$ cat src/rtl/pkg_mastermind.sv
// Constants and types shared by the Mastermind game blocks.
// Debounce FSM encoding and the default confirmation length.
package pkg_mastermind;

   localparam int unsigned N_DEBOUNCE_PAD = 4;

   typedef enum logic [1:0] {
      SOLTO        = 2'b00,
      CONF_APERTO  = 2'b01,
      APERTADO     = 2'b10,
      CONF_SOLTURA = 2'b11
   } estado_botao_t;

   // Counter width for a count 0..n-1; never narrower than one bit.
   function automatic int unsigned cnt_largura(input int unsigned n);
      return (n < 2) ? 1 : $clog2(n);
   endfunction

endpackage

$ cat src/rtl/sincronizador_2ff.sv
// Two-flop synchronizer for an asynchronous single-bit input.
// Reusable for every game button.
module sincronizador_2ff (
   input  logic CLK,
   input  logic rst,
   input  logic d,
   output logic q
);

   logic meta;

   always_ff @(posedge CLK or posedge rst) begin
      if (rst) begin
         meta <= 1'b0;
         q    <= 1'b0;
      end else begin
         meta <= d;
         q    <= meta;
      end
   end

endmodule

$ cat src/rtl/debounce_botao.sv
// Push-button debouncer: synchronizes the raw pin, confirms level changes
// over N_DEBOUNCE samples, and emits one pulse per confirmed press.
module debounce_botao
   import pkg_mastermind::*;
#(
   parameter int unsigned N_DEBOUNCE  = N_DEBOUNCE_PAD,
   parameter bit          ATIVO_BAIXO = 1'b0
) (
   input  logic CLK,
   input  logic rst,
   input  logic botao_bruto,
   output logic botao,
   output logic estavel
);

   localparam int unsigned       CNT_W   = cnt_largura(N_DEBOUNCE);
   localparam logic [CNT_W-1:0]  CNT_MAX = CNT_W'(N_DEBOUNCE - 1);

   logic             bruto_ativo_c;
   logic             sinc;
   estado_botao_t    estado, estado_prox;
   logic [CNT_W-1:0] cnt, cnt_prox;
   logic             botao_prox, estavel_prox;

   assign bruto_ativo_c = ATIVO_BAIXO ? ~botao_bruto : botao_bruto;

   sincronizador_2ff u_sinc (
      .CLK (CLK),
      .rst (rst),
      .d   (bruto_ativo_c),
      .q   (sinc)
   );

   always_ff @(posedge CLK or posedge rst) begin
      if (rst) begin
         estado  <= SOLTO;
         cnt     <= '0;
         botao   <= 1'b0;
         estavel <= 1'b0;
      end else begin
         estado  <= estado_prox;
         cnt     <= cnt_prox;
         botao   <= botao_prox;
         estavel <= estavel_prox;
      end
   end

   // Outputs are derived from the next state so they align with the state register.
   always_comb begin
      estado_prox  = estado;
      cnt_prox     = cnt;
      botao_prox   = 1'b0;
      estavel_prox = 1'b0;
      case (estado)
         SOLTO: begin
            if (sinc) begin
               estado_prox = CONF_APERTO;
               cnt_prox    = '0;
            end
         end
         CONF_APERTO: begin
            if (!sinc) begin
               estado_prox = SOLTO;
               cnt_prox    = '0;
            end else if (cnt == CNT_MAX) begin
               estado_prox = APERTADO;
               cnt_prox    = '0;
               botao_prox  = 1'b1;
            end else begin
               cnt_prox = cnt + CNT_W'(1);
            end
         end
         APERTADO: begin
            if (!sinc) begin
               estado_prox = CONF_SOLTURA;
               cnt_prox    = '0;
            end
         end
         CONF_SOLTURA: begin
            if (sinc) begin
               estado_prox = APERTADO;
               cnt_prox    = '0;
            end else if (cnt == CNT_MAX) begin
               estado_prox = SOLTO;
               cnt_prox    = '0;
            end else begin
               cnt_prox = cnt + CNT_W'(1);
            end
         end
         default: begin
            estado_prox = SOLTO;
            cnt_prox    = '0;
         end
      endcase
      estavel_prox = (estado_prox == APERTADO) || (estado_prox == CONF_SOLTURA);
   end

endmodule

$ cat config.mk
export PLATFORM = sky130hd
export DESIGN_NAME = debounce_botao
export DESIGN_NICKNAME = d
export VERILOG_FILES = /design/src/rtl/pkg_mastermind.sv /design/src/rtl/sincronizador_2ff.sv /design/src/rtl/debounce_botao.sv
export SDC_FILE = /design/constraint.sdc
export NUM_CORES = 1
export LEC_CHECK = 0
export CORE_AREA = 2 2 39 41
export DETAILED_ROUTE_END_ITERATION = 10
export DIE_AREA = 0 0 41 43
export PLACE_DENSITY = 0.51
export SYNTH_ARGS = -nofsm -noshare
export SYNTH_HDL_FRONTEND = slang
export SYNTH_SLANG_ARGS = --single-unit
$ cat constraint.sdc
create_clock -name CLK -period 2.4 [get_ports CLK]
set_input_delay 0.6 -clock CLK [delete_from_list [all_inputs] [get_ports CLK]]
set_output_delay 0.6 -clock CLK [all_outputs]
set_load 0.03 [all_outputs]
After elaboration in Yosys (flattened, before gate mapping) --
Index checks and enable logic that the tools add are counted.
Operators by class: equal/unequal tests 8, add/sub/neg operators 1, reduce and logical (&&, ||, !) cells 3, muxes and demuxes 16
Operators by type and width (count):
- 2-bit two-way mux | 11
- 2-bit one-hot mux with 4 select lines | 2
- 2-bit equality test (second input constant) | 5
- 1-bit two-way mux | 3
- 2-bit by 1-bit adder with 2-bit output (second input constant) | 1
- 2-bit by 1-bit equality test with 1-bit output (second input constant) | 1
- 2-bit logical NOT | 1
- 2-bit by 1-bit inequality test with 1-bit output (second input constant) | 1
- 2-bit inequality test (second input constant) | 1
- 2-bit AND reduction | 1
- 1-bit logical OR | 1
Word-level totals: logic and storage cells 34, register bits after elaboration 8

Logic depth before layout (Yosys ltp) --
Gate-level depths: netlist of the first run.
depth in word-level cells 6, depth in mapped cells 3, mapped depth without buffers 3

Hierarchy --
A second synthesis of the first run with hierarchy kept.
Unflattened totals: cell total of the unflattened synthesis 21, area total of the unflattened synthesis 285.3 µm²
By module, submodules not included:
- debounce_botao | instances 1, cells an instance 18, area an instance 231.5 µm², seq. area each 125.1 µm²
- sincronizador_2ff | instances 1, cells an instance 3, area an instance 53.8 µm², seq. area each 50.0 µm²

Worst setup path after synthesis of the first run --
OpenSTA, ideal clock, no wires.
path type flip-flop to output port, from register, netlist name estado[1], to output estavel, data required time 1800 ps, buffers on the path 0, path slack 1254 ps, cell stages (with the launch flop) 1, data arrival time 546 ps, path through dfrtp_1
RTL lines:
- to (decl) | line debounce_botao.sv:13 | output logic estavel

==> results_dict.tcl, run 1 <==
set metrics [dict create \
    antenna_found_initial 0 \
    routabilityCongestion 0.6015 \
    die_w_um 41 \
    power_uw 374.7 \
    timing.setup.tns_ps 0 \
    core_area_um2 1384 \
    final_nets 33 \
    vias_per_cell 3.773 \
    drc_errors 0 \
    first_pass_iters 1 \
    num_io_pins 5 \
    min_path_type "reg2reg" \
    ant_nets 0 \
    cp.required_ps 1800 \
    cp_top_family "buffers and inverters" \
    ys_ff_latch 7 \
    syn2layout_area_growth_pct 30.94 \
    syn_nets 24 \
    endpoint_kind "output port" \
    cts-root-buf "clkbuf_4" \
    drive_gt1_share_pct 17.86 \
    postCtsHoldBufs 0 \
    preCtsSetupSlack_ps 692.7 \
    grt_overflow 0 \
    wirelength_um 399 \
    fp-row-count 14 \
    cts_resized 0 \
    post_cts_buffers 0 \
    worstPathArrival_ps 1370 \
    tightest_slew_ps 309.2 \
    diodes 0 \
    critPathKind "reg2out" \
    cellPowerDensity_nw_per_um2 1026 \
    rsz0062_at_grt "no" \
    status "finished, final reports clean" \
    skew_ps 0.9230 \
    drv_cap 0 \
    cts_sinks 7 \
    worstPathCellList "clkdlybuf4s50_1" \
    setup_ws_ps 429.3 \
    start_util_pct 20.16 \
    cp-start-kind "flop" \
    grt_pass1_vias 195 \
    hpwlAfterDp_um 285.9 \
    max_freq_mhz 507.4 \
    path_max_fanout 4 \
    slew_violations 0 \
    syn_inst 20 \
    vias 166 \
    io_buffer_count 4 \
    grt_pass1_wl_um 772 \
    ys_types 11 \
    drt_iter0_drc 0 \
    grtUsageTotal_pct 7.019 \
    numCtsBuffers 3 \
    grt_max_degree 8 \
    wl_per_cell_um 9.068 \
    cts.clk_slew.worst_paths_ps 50 \
    syn_area_um2 279.0 \
    die-area_um2 1763 \
    dp_cells 40 \
    ys_warn_count 0 \
    htreeDepth 1 \
    relSlewSlack_pct 79.32 \
    cts_buffer_depth 2 \
    critPathMaxStageDelay_ps 700 \
    leakagePower_nw 0.1696 \
    finalSetupViolCount 0 \
    whs_ps 354.7 \
    clock_latency_ps 250 \
    layout.cells.non_filler 44 \
    period_needed_ps 1971 \
    tritoncts "done" \
    cp.buffers_inverters 1 \
    min_period_over_period_pct 82.11 \
    yosysSeqAreaShare_pct 62.78 \
    die_y_um 43 \
    irDropWorstVdd_uv 366.4 \
    syn_area_per_cell_um2 13.95 \
    slowest_stage "clkdlybuf4s50_1" \
    finalHoldViolations 0 \
]
==> synth_stat cells <==
library cell	number	share of area, %
dfrtp_1	7	63
inv_1	1	1.3
ha_1	1	4.5
nor3b_1	1	2.7
mux2i_1	2	7.2
or2b_1	1	2.7
xnor2_2	1	5.8
nand2_1	2	2.7
a21oi_1	1	1.8
mux2_2	1	4.0
nand2b_1	2	4.5
==> path summary, 6_finish.rpt <==
check | from | to | slack [ps] | cells past startpoint
max | estado[1] | estavel | 430 | 1
min | u_sinc.meta | u_sinc.q | 350 | 0
max reg2reg | cnt[0] | estado[1] | 1240 | 3
min reg2reg | u_sinc.meta | u_sinc.q | 350 | 0
max in group asynchronous | rst | cnt[1] | 1620 | 2
min in group asynchronous | rst | u_sinc.meta | 570 | 2
==> report_power, final <==
part           switching (mW)  total, mW  internal (mW)  leakage (nW)
combinational          0.0427     0.0977         0.0550        0.0662
clock                  0.0420      0.105         0.0634        0.0150
sequential             0.0265      0.172          0.145        0.0885
==> cell families (layout without fill, tap and decap cells) <==
family	count (synthesis)	after routing	share of synthesized area, %
adders and majority gates	1	1	4.484
DFF	7	7	62.78
xor gates and xnor gates	1	1	5.831
AOI/OAI and AO/OA	1	1	1.792
and+or+nand+nor	6	6	12.56
muxes	3	3	11.21
buffers and inverters	1	9	1.344
==> final cells by class <==
cell class                      instances  area (µm²)
Multi-Input combinational cell         12       100.1
Inverter                                1       3.754
Timing Repair Buffer                    4       40.04
Tap cell                               16       20.02
Fill cell                             146        1018
Sequential cell                         7       175.2
Clock buffer                            4       26.28
==> layout by cell type (no fill, tap or decap) <==
cell type,netlist,layout
nand2_1,2,2
or2b_1,1,1
clkbuf_1,0,1
a21oi_1,1,1
nor3b_1,1,1
clkdlybuf4s50_1,0,4
clkbuf_4,0,3
nand2b_1,2,2
xnor2_2,1,1
mux2i_1,2,2
mux2_2,1,1
inv_1,1,1
dfrtp_1,7,7
ha_1,1,1
==> routing by layer <==
metal  vias to the layer above  wire (µm)  global-route usage [%]
li1                         81          -                       -
met1                        80        181                   7.718
met2                         5        193                   8.750
met3                         0         24                   3.141
met4                         0          0                   8.000
met5                         -          0                       0
==> sequential cells by signal, summed over array words and instances (netlist names) <==
name / cells
u_sinc.meta: 1
cnt: 2
botao: 1
estado: 2
u_sinc.q: 1
==> per-stage QoR <==
stage	util (%)	instance area [µm²]
after floorplan	-	279.0
after global placement	24.50	339.1
after detailed placement	24.50	339.1
after CTS	26.40	365.4
after global routing	26.40	365.4
final	26.40	365.4
==> worst reg2reg max path, delay by kind of cell, from the launching register on <==
kind	cells	cell delay, ps
adders and majority gates	1	220
DFF	1	390
muxes	1	330
and+or+nand+nor	1	100
No activity file was read; power rests on OpenSTA's default activity.
==> run 2, diff against run 1 <==
==> constraint.sdc (replaced) <==
create_clock -name CLK -period 1.9 [get_ports CLK]
set_input_delay 0.475 -clock CLK [delete_from_list [all_inputs] [get_ports CLK]]
set_output_delay 0.475 -clock CLK [all_outputs]
set_load 0.03 [all_outputs]
==> results_dict.tcl, run 2 (synthesized netlist as in run 1, its figures left out) <==
set metrics [dict create \
    status "finished, final reports clean" \
    cp.required_ps 1420 \
    regArea_um2 175.2 \
    layout.cells.non_filler 44 \
    grt_use_met2_pct 8.750 \
    placed_area_um2 339.1 \
    diodes 0 \
    cts_resized 0 \
    routabilityCongestion 0.6001 \
    irDropWorstVdd_uv 490.5 \
    vias_per_cell 3.705 \
    swShare_pct 29.42 \
    htreeDepth 1 \
    cts.clk_slew.worst_paths_ps 50 \
    drive_gt1_share_pct 17.86 \
    cts-root-buf "clkbuf_4" \
    numCtsBuffers 3 \
    relSlewSlack_pct 78.92 \
    setup_ws_ps 47.74 \
    tightest_slew_ps 315.3 \
    grt.busiest_layer "met2" \
    die-area_um2 1763 \
    cp.buffers_inverters 1 \
    io_buffer_count 4 \
    postCtsHoldBufs 0 \
    cp-start-kind "flop" \
    wl_per_cell_um 9.205 \
    layout_common_cells "7 x dfrtp_1, 4 x clkdlybuf4s50_1, 3 x clkbuf_4" \
    final_nets 33 \
    core_area_um2 1384 \
    post_cts_buffers 0 \
    clockPowerShare_pct 28.1 \
    met1_usage_pct 7.667 \
    cellPowerDensity_nw_per_um2 1289 \
    mostFrequentLayoutCell "dfrtp_1" \
    cts_sinks 7 \
    die_w_um 41 \
    vias 163 \
    clock_latency_ps 250 \
    multi_input_area_um2 100.1 \
    preCtsSetupSlack_ps 320.2 \
    slew_violations 0 \
    fp-row-count 14 \
    finalSetupViolCount 0 \
    min_period_over_period_pct 97.49 \
    ant_nets 0 \
    leakagePower_nw 0.1696 \
    rsz0062_at_grt "no" \
    n_fill_cell 145 \
    skew_ps 4.283 \
    p_seq_share_pct 45.9 \
    cts_buffer_depth 2 \
    wirelength_um 405 \
    worstPathCellList "clkdlybuf4s50_1" \
    num_io_pins 5 \
    grtUsageTotal_pct 7.208 \
    switching_power_uw 138.6 \
    drc_errors 0 \
    cp_top_family "buffers and inverters" \
    drt_iter0_drc 1 \
    drv_cap 0 \
    tritoncts "done" \
    slowest_stage "clkdlybuf4s50_1" \
    top_regs "cnt: 2 flops, estado: 2 flops" \
    critPathMaxStageDelay_ps 710 \
    syn2layout_area_growth_pct 30.94 \
    finalHoldViolations 0 \
    fin_area_um2 365.4 \
    use_met3_pct 4.188 \
    period_needed_ps 1852 \
    share_comb_of_total_power_pct 26.0 \
    critPathKind "reg2out" \
    grt_pass1_wl_um 786 \
    power_uw 471.1 \
    grt_pass1_vias 208 \
    path_max_fanout 4 \
    max_freq_mhz 539.9 \
    timing.setup.tns_ps 0 \
    endpoint_kind "output port" \
    min_path_type "reg2reg" \
    first_pass_iters 2 \
    intPower_uw 332.5 \
    dp_cells 40 \
    start_util_pct 20.16 \
    grt_max_degree 8 \
    worstPathArrival_ps 1380 \
    antenna_found_initial 0 \
    grt_overflow 0 \
    die_y_um 43 \
]
[run 2: metrics by stage]
stage | hold WS (ps) | util (%)
after CTS | 356.1 | 26.40
final | 355.9 | 26.40
after global placement | 342.3 | 24.50
after global routing | 367.0 | 26.40
after floorplan | 278.4 | -
after detailed placement | 337.3 | 24.50
[run 2: layout make-up]
cell class / count / area share, %
inverter: 1 / 1.027
multi-input combinational: 12 / 27.40
timing repair buffer: 4 / 10.96
clock buffer: 4 / 7.192
sequential: 7 / 47.95
tap: 16 / 5.479
[run 2: worst register-to-register path, delay by kind of cell, from the launching register on]
kind,cells,cell delay (ps)
simple gates,1,110
flops,1,380
mux,1,330
fa+ha+maj,1,220
[run 2: worst paths after layout]
| kind | slack (ps) | start | cells after the start | to |
|---|---|---|---|---|
| max | 50 | estado[1] | 1 | estavel |
| min reg2reg | 360 | u_sinc.meta | 0 | u_sinc.q |
| max in group asynchronous | 1250 | rst | 2 | cnt[1] |
| max reg2reg | 730 | cnt[0] | 3 | estado[1] |
| min | 360 | u_sinc.meta | 0 | u_sinc.q |
| min in group asynchronous | 450 | rst | 2 | u_sinc.q |
[run 2: layer usage]
layer | routed length (µm) | part of all wire [%] | vias up
met5 | 0 | 0 | -
met1 | 178 | 44 | 77
li1 | - | - | 81
met4 | 0 | 0 | 0
met2 | 196 | 48 | 5
met3 | 30 | 7.4 | 0
[run 2: power groups by stage]
stage	registers (mW)	clock network (mW)	logic (mW)
2_1_floorplan	0.229	0	0.0769
3_3_place_gp	0.217	0	0.122
3_5_place_dp	0.219	0	0.124
4_1_cts	0.217	0.139	0.125
5_1_grt	0.223	0.148	0.137
6_report	0.216	0.132	0.123
==> run 3, diff against run 2 <==
--- a/config.mk
+++ b/config.mk
@@ -8,6 +8,7 @@
 export CORE_AREA = 2 2 39 41
 export DETAILED_ROUTE_END_ITERATION = 10
 export DIE_AREA = 0 0 41 43
+export GPL_ROUTABILITY_DRIVEN = 0
 export PLACE_DENSITY = 0.51
 export SYNTH_ARGS = -nofsm -noshare
 export SYNTH_HDL_FRONTEND = slang
==> results of run 3 <==
Same layout as run 2: the final DEF is identical, and so are final timing and power.
